[src/rtl/lsu_pkg.sv]
// Shared definitions for the load/store unit: access-size encodings,
// opcode bit positions, FSM state type and the request legality check.
package lsu_pkg;

    localparam logic [1:0] SZ_BYTE = 2'b00;
    localparam logic [1:0] SZ_HALF = 2'b01;
    localparam logic [1:0] SZ_WORD = 2'b10;

    // Op[2] selects zero-extension for sub-word loads.
    localparam int OP_UNSIGNED_BIT = 2;

    typedef enum logic [2:0] {
        IDLE = 3'd0,
        RD   = 3'd1,
        WR   = 3'd2,
        DONE = 3'd3,
        ERR  = 3'd4
    } lsu_state_t;

    // A request is illegal when misaligned for its size, uses the reserved
    // size, or names a word beyond the end of the memory.
    function automatic logic req_error(input logic [31:0] addr,
                                       input logic [1:0]  size,
                                       input logic [31:0] mem_words);
        logic bad;
        case (size)
            SZ_BYTE: bad = 1'b0;
            SZ_HALF: bad = addr[0];
            SZ_WORD: bad = (addr[1:0] != 2'b00);
            default: bad = 1'b1;
        endcase
        return bad | ({2'b00, addr[31:2]} >= mem_words);
    endfunction

endpackage

[src/rtl/lsu_align.sv]
// Byte-lane steering for the load/store unit: extracts and extends the
// addressed byte/half for loads, and merges store data into a memory word
// for read-modify-write stores. Purely combinational, little-endian lanes.
module lsu_align
    import lsu_pkg::*;
(
    input  logic [1:0]  addr_lo,
    input  logic [1:0]  size,
    input  logic        is_unsigned,
    input  logic [31:0] mem_word,
    input  logic [31:0] store_data,
    output logic [31:0] load_data,
    output logic [31:0] merge_data
);

    logic [7:0]  lane_byte;
    logic [15:0] lane_half;

    // Pick the addressed byte and half out of the memory word.
    always_comb begin
        lane_byte = 8'h00;
        lane_half = 16'h0000;
        case (addr_lo)
            2'b00:   lane_byte = mem_word[7:0];
            2'b01:   lane_byte = mem_word[15:8];
            2'b10:   lane_byte = mem_word[23:16];
            2'b11:   lane_byte = mem_word[31:24];
            default: lane_byte = 8'h00;
        endcase
        if (addr_lo[1]) begin
            lane_half = mem_word[31:16];
        end else begin
            lane_half = mem_word[15:0];
        end
    end

    // Sign- or zero-extend the selected lane to a full load result.
    always_comb begin
        load_data = 32'h0000_0000;
        case (size)
            SZ_BYTE: begin
                if (is_unsigned) begin
                    load_data = {24'h00_0000, lane_byte};
                end else begin
                    load_data = {{24{lane_byte[7]}}, lane_byte};
                end
            end
            SZ_HALF: begin
                if (is_unsigned) begin
                    load_data = {16'h0000, lane_half};
                end else begin
                    load_data = {{16{lane_half[15]}}, lane_half};
                end
            end
            SZ_WORD: load_data = mem_word;
            default: load_data = 32'h0000_0000;
        endcase
    end

    // Replace the target lane(s) of the old word with the store data.
    always_comb begin
        merge_data = mem_word;
        case (size)
            SZ_BYTE: begin
                case (addr_lo)
                    2'b00:   merge_data[7:0]   = store_data[7:0];
                    2'b01:   merge_data[15:8]  = store_data[7:0];
                    2'b10:   merge_data[23:16] = store_data[7:0];
                    2'b11:   merge_data[31:24] = store_data[7:0];
                    default: merge_data        = mem_word;
                endcase
            end
            SZ_HALF: begin
                if (addr_lo[1]) begin
                    merge_data[31:16] = store_data[15:0];
                end else begin
                    merge_data[15:0]  = store_data[15:0];
                end
            end
            default: merge_data = store_data;
        endcase
    end

endmodule

[src/rtl/load_store_unit.sv]
// Memory-stage load/store unit: converts byte-addressed LB/LBU/LH/LHU/LW and
// SB/SH/SW requests into word accesses on a single-port data memory. Sub-word
// stores are done as read-modify-write; illegal requests complete with Err.
module load_store_unit
    import lsu_pkg::*;
#(
    parameter int MEM_WORDS = 256
)
(
    input  logic        clk,
    input  logic        rstbar,
    input  logic        Req,
    output logic        Ready,
    input  logic        IsStore,
    input  logic [2:0]  Op,
    input  logic [31:0] Addr,
    input  logic [31:0] WData,
    output logic [31:0] RData,
    output logic        Done,
    output logic        Err,
    output logic [31:0] MemAddress,
    output logic        MemRbarW,
    output logic [31:0] MemWriteData,
    input  logic [31:0] MemReadData
);

    lsu_state_t  state;
    lsu_state_t  state_next;
    logic        accept;
    logic        req_bad;
    logic [1:0]  req_addr_lo;
    logic [2:0]  req_op;
    logic        req_store;
    logic [31:0] req_wdata;
    logic [31:0] rd_buf;
    logic [31:0] align_word;
    logic [31:0] load_data;
    logic [31:0] merge_data;

    assign accept  = Req && (state == IDLE);
    assign req_bad = req_error(Addr, Op[1:0], 32'(MEM_WORDS));

    // In RD the word comes straight from the memory so the load result and
    // the merged store word are ready on the same edge that fills rd_buf.
    assign align_word = (state == RD) ? MemReadData : rd_buf;

    lsu_align u_align (
        .addr_lo     (req_addr_lo),
        .size        (req_op[1:0]),
        .is_unsigned (req_op[OP_UNSIGNED_BIT]),
        .mem_word    (align_word),
        .store_data  (req_wdata),
        .load_data   (load_data),
        .merge_data  (merge_data)
    );

    // FSM state register; reset abandons any request in flight.
    always_ff @(posedge clk or negedge rstbar) begin
        if (!rstbar) begin
            state <= IDLE;
        end else begin
            state <= state_next;
        end
    end

    // Next-state logic: errors finish at once, SW skips the read phase.
    always_comb begin
        state_next = state;
        case (state)
            IDLE: begin
                if (Req) begin
                    if (req_bad) begin
                        state_next = ERR;
                    end else if (IsStore && (Op[1:0] == SZ_WORD)) begin
                        state_next = WR;
                    end else begin
                        state_next = RD;
                    end
                end else begin
                    state_next = IDLE;
                end
            end
            RD: begin
                if (req_store) begin
                    state_next = WR;
                end else begin
                    state_next = DONE;
                end
            end
            WR:      state_next = DONE;
            DONE:    state_next = IDLE;
            ERR:     state_next = IDLE;
            default: state_next = IDLE;
        endcase
    end

    // Request latches, memory-port registers and registered status outputs.
    always_ff @(posedge clk or negedge rstbar) begin
        if (!rstbar) begin
            Ready        <= 1'b1;
            Done         <= 1'b0;
            Err          <= 1'b0;
            RData        <= 32'h0000_0000;
            MemAddress   <= 32'h0000_0000;
            MemRbarW     <= 1'b0;
            MemWriteData <= 32'h0000_0000;
            rd_buf       <= 32'h0000_0000;
            req_addr_lo  <= 2'b00;
            req_op       <= 3'b000;
            req_store    <= 1'b0;
            req_wdata    <= 32'h0000_0000;
        end else begin
            Ready    <= (state_next == IDLE);
            Done     <= (state_next == DONE) || (state_next == ERR);
            Err      <= (state_next == ERR);
            MemRbarW <= (state_next == WR);
            if (accept) begin
                req_addr_lo <= Addr[1:0];
                req_op      <= Op;
                req_store   <= IsStore;
                req_wdata   <= WData;
                MemAddress  <= {2'b00, Addr[31:2]};
                if (IsStore && !req_bad) begin
                    MemWriteData <= WData;
                end
            end
            if (state == RD) begin
                rd_buf <= MemReadData;
                if (req_store) begin
                    MemWriteData <= merge_data;
                end else begin
                    RData <= load_data;
                end
            end
        end
    end

endmodule

[config.mk]
export PLATFORM = sky130hd
export DESIGN_NAME = load_store_unit
export DESIGN_NICKNAME = d
export VERILOG_FILES = /design/src/rtl/lsu_pkg.sv /design/src/rtl/lsu_align.sv /design/src/rtl/load_store_unit.sv
export SDC_FILE = /design/constraint.sdc
export NUM_CORES = 1
export LEC_CHECK = 0
export CAP_MARGIN = 30
export CORE_MARGIN = 5
export CORE_UTILIZATION = 30
export DETAILED_ROUTE_END_ITERATION = 16
export PLACE_DENSITY = 0.52
export SLEW_MARGIN = 20
export SYNTH_ARGS = -nofsm -noshare
export SYNTH_HDL_FRONTEND = slang
export SYNTH_SLANG_ARGS = --single-unit
[constraint.sdc]
create_clock -name clk -period 2.4 [get_ports clk]
set_input_delay 0.48 -clock clk [delete_from_list [all_inputs] [get_ports clk]]
set_output_delay 0.48 -clock clk [all_outputs]
set_load 0.03 [all_outputs]
==> out/results.tsv <==
stage	metric	value	unit
clock_network	Sink Count	139	
final_layout	layout cell share with drive strength beyond 1	9.70	%
routing	Avg WL per Cell	19.8	um
logic_synthesis	Mapped Cells	703	
die	Initial Utilization	30.4	%
grt	GR Util met3	4.41	%
die	Die Area	0.0252	mm^2
pwr	Combinational Power Share	22.1	%
sta	final worst setup slack	0.216	ns
run_status	status	finished, final reports clean	
final_layout	area delta synth->final	47.7	%
sta	Layout Skew	0.0106	ns
critical_path	FF-to-FF End	MemWriteData[30]$_DFF_PN0_	
sta	unrepaired setup endpoints after global routing	false	
routing	Initial DRT Pass Iterations	5	
logic_synthesis	Yosys cell types	48	
die	Core Region	0.0218	mm^2
final_layout	Post-Route Utilization	45.0	%
critical_path	Startpoint Class	primary input	
die	Site Rows	54	
pwr	sw frac	29.5	%
routing	Vias per Instance	4.96	
place	dpl hpwl	17300	um
hold_path	Hold Crit Depth	2	
critical_path	flop-to-flop setup slack	0.23	ns
die	die width	159	um
critical_path	CP Capture Type	flip-flop	
sta	max frequency	0.458	GHz
sta	crit share post-route	91.0	%
grt	total global-route track usage	18.5	%
clock_network	CTS Buf Count	17	
logic_synthesis	Avg Cell Area, Syn	9.45	um^2
clock_network	clk root buf	clkbuf_16	
hold_path	Worst Hold Endpoint	req_wdata[23]$_DFFE_PN0P_	
place	pre-CTS setup slack	-0.317	ns
logic_synthesis	number of enable flip-flop cells after synthesis	0	
grt	M1 GR Usage	26.9	%
critical_path	Worst Reg2Reg Path Length in Cells	6	
pwr	pwr dens	733	mW/mm^2
pwr	maximum vdd drop	0.430	mV
final_layout	Finished Cell Area	0.00981	mm^2
critical_path	r2r startpoint	state[1]$_DFF_PN0_	
sta	hold_ws	0.469	ns
grt	grt peak-use layer	met2	
die	DIE HEIGHT	159	um
sta	Slew HR	45.8	%
routing	drt drc	0	
critical_path	Worst Path Arrival	2.47	ns
final_layout	nets@finish	1019	
clock_network	clock latency on the worst-skew pair	0.43	ns
place	routability cong.	0.858	
sta	setup TNS	0	ns
critical_path	critical path type	in -> reg	
critical_path	Crit Path Max Fanout	16	
place	post-placement cell area	0.00913	mm^2
logic_synthesis	register area share after synthesis	52.4	%
sta	slew of the pin with the lowest slew margin	0.806	ns
logic_synthesis	Synth Flop Type	dfrtp_1	
clock_network	CTS tree	built	
hold_path	min-delay src	req_wdata[23]$_DFFE_PN0P_	
pwr	Pint	5.07	mW
sta	# setup viols final	0	
pwr	NetSw	2.12	mW
pwr	Leak Pwr	4.37	nW
logic_synthesis	Cell Area, Synth	0.00664	mm^2
die	io pins	203	
logic_synthesis	largest cells by area after synthesis	dfrtp_1 52%, nand2_1 12%, mux2i_1 8.0%	
logic_synthesis	ys async rst share	100	%
grt	met2 global-route usage	27.8	%
logic_synthesis	area leader, netlist	dfrtp_1	
routing	Final ANT Viol Nets	0	
grt	vias in the first global route	6178	
final_layout	# diodes	0	
logic_synthesis	Yosys top cell area share	52.0	%
routing	Iter 0 DRT Violations	563	
routing	vias post-DR	5997	
grt	initial antenna violation count	0	
job	max cap viols	0	
grt	first-pass GRT wire length	37200	um
sta	max-slew violations	0	
hold_path	Hold Crit Class	reg -> reg	
clock_network	clock slew at reported path FFs	0.06	ns
place	Port Buf Inserts	200	
routing	final WL	23900	um
pwr	clock group share of total power	40.5	%
pwr	Seq pwr share	37.4	%
critical_path	data required time of the worst path	2.69	ns
logic_synthesis	warnings from Yosys	0	
sta	fin crit period	2.18	ns
clock_network	clk buf depth	2	
grt	GRT overflow	0	
logic_synthesis	Yosys reg bits	139	
clock_network	H-tree lvl count	4	
grt	largest net degree at the start of global routing	64	
sta	Fin. Hold Viols	0	
## synth_stat cells (2+ instances only)
cell,instances
nor4_1,5
o31a_1,7
a221oi_1,2
a21oi_1,22
a31oi_1,9
clkbuf_1,36
nand2_1,221
mux2_2,9
o21ai_0,40
nor2_1,24
buf_6,3
inv_1,10
nand2b_1,4
buf_2,4
buf_1,5
a221o_1,22
mux2i_1,53
nand3_1,4
a222oi_1,7
nor3_1,3
a22oi_1,8
nor3b_1,3
a21o_1,2
nand3b_1,2
o22ai_1,8
o21ai_1,8
o211ai_1,16
a211oi_1,3
buf_4,2
o21a_1,2
and2_1,2
nor2b_1,4
dfrtp_1,138
## cell families after synthesis
group                  Yosys count  synth area share, %
AO/OA/AOI/OAI                  160                 16.5
buffers and inverters           60                 3.92
flip-flops                     139                 52.4
multiplexers                    62                 9.51
other                            1               0.0565
AND/OR/NAND/NOR                281                 17.7
## layer usage
metal,wire (um),vias up,part of all wire (%)
li1,-,2890,-
met1,11600,2884,48
met2,10700,200,45
met3,1220,23,5.1
met4,374,0,1.6
met5,0,-,0
## worst max path at each step
stage / start / endpoint / slack (ns)
detailed placement: Addr[29] / MemWriteData[18]$_DFF_PN0_ / -0.32
global route: Addr[14] / MemWriteData[4]$_DFF_PN0_ / 0.03
CTS: Addr[29] / MemWriteData[17]$_DFF_PN0_ / 0.12
global placement: Addr[29] / MemWriteData[13]$_DFF_PN0_ / -0.28
finish: Addr[29] / MemWriteData[30]$_DFF_PN0_ / 0.22
floorplan: state[1]$_DFF_PN0_ / MemWriteData[24]$_DFF_PN0_ / 0.39
## registers in the layout (all words and copies together) (netlist names), 2 cells and up
signal	count
RData	32
req_wdata	32
MemWriteData	32
state	3
MemAddress	30
req_addr_lo	2
req_op	3
## repair_timing
item	CTS	global route
hold buffers	1	0
endpoints found under the hold margin	25	0
gates resized for setup	0	3
endpoints found under the setup margin	0	23
buffers inserted	0	1
## final cells by class
type / count / area, um^2
clock buffers: 19 / 443
clock inverters: 12 / 196
fillers: 2141 / 12000
inverters: 10 / 37.5
multi-input cells: 505 / 2920
flip-flops and latches: 139 / 3480
well taps: 280 / 350
repair buffers: 243 / 2390
## cells in the final DEF (no fill, tap or decap), drive strengths merged, types with 7 or more instances in the layout
master	n
a21oi	22
a221o	22
a222oi	7
a22oi	8
a31oi	9
buf	42
clkbuf	20
clkdlybuf4s50	199
dfrtp	138
inv	10
mux2	9
mux2i	53
nand2	221
nor2	25
nor4	7
o211ai	16
o21ai	48
o22ai	8
o31a	7
## power groups by stage
stage,logic (mW),registers [mW],clock network [mW]
floorplan,0.627,2.90,0
detailed placement,1.59,2.73,0
global route,1.73,2.72,3.05
CTS,1.60,2.69,2.95
finish,1.59,2.69,2.91
global placement,1.59,2.73,0
## per-stage QoR
step,instances,total power [mW]
final,1208,7.19
after global routing,1208,7.50
after CTS,1206,7.24
after detailed placement,1174,4.32
after global placement,1173,4.32
after floorplan,704,3.52
## critical path, cell delays in order
cell             delay, ns
clkdlybuf4s50_1       0.44
nor4_1                0.36
nand4_1               0.27
nor4_4                0.19
buf_4                 0.19
buf_8                 0.22
mux2i_1               0.21
mux2i_1               0.10
(Power assumes the default switching activity.)
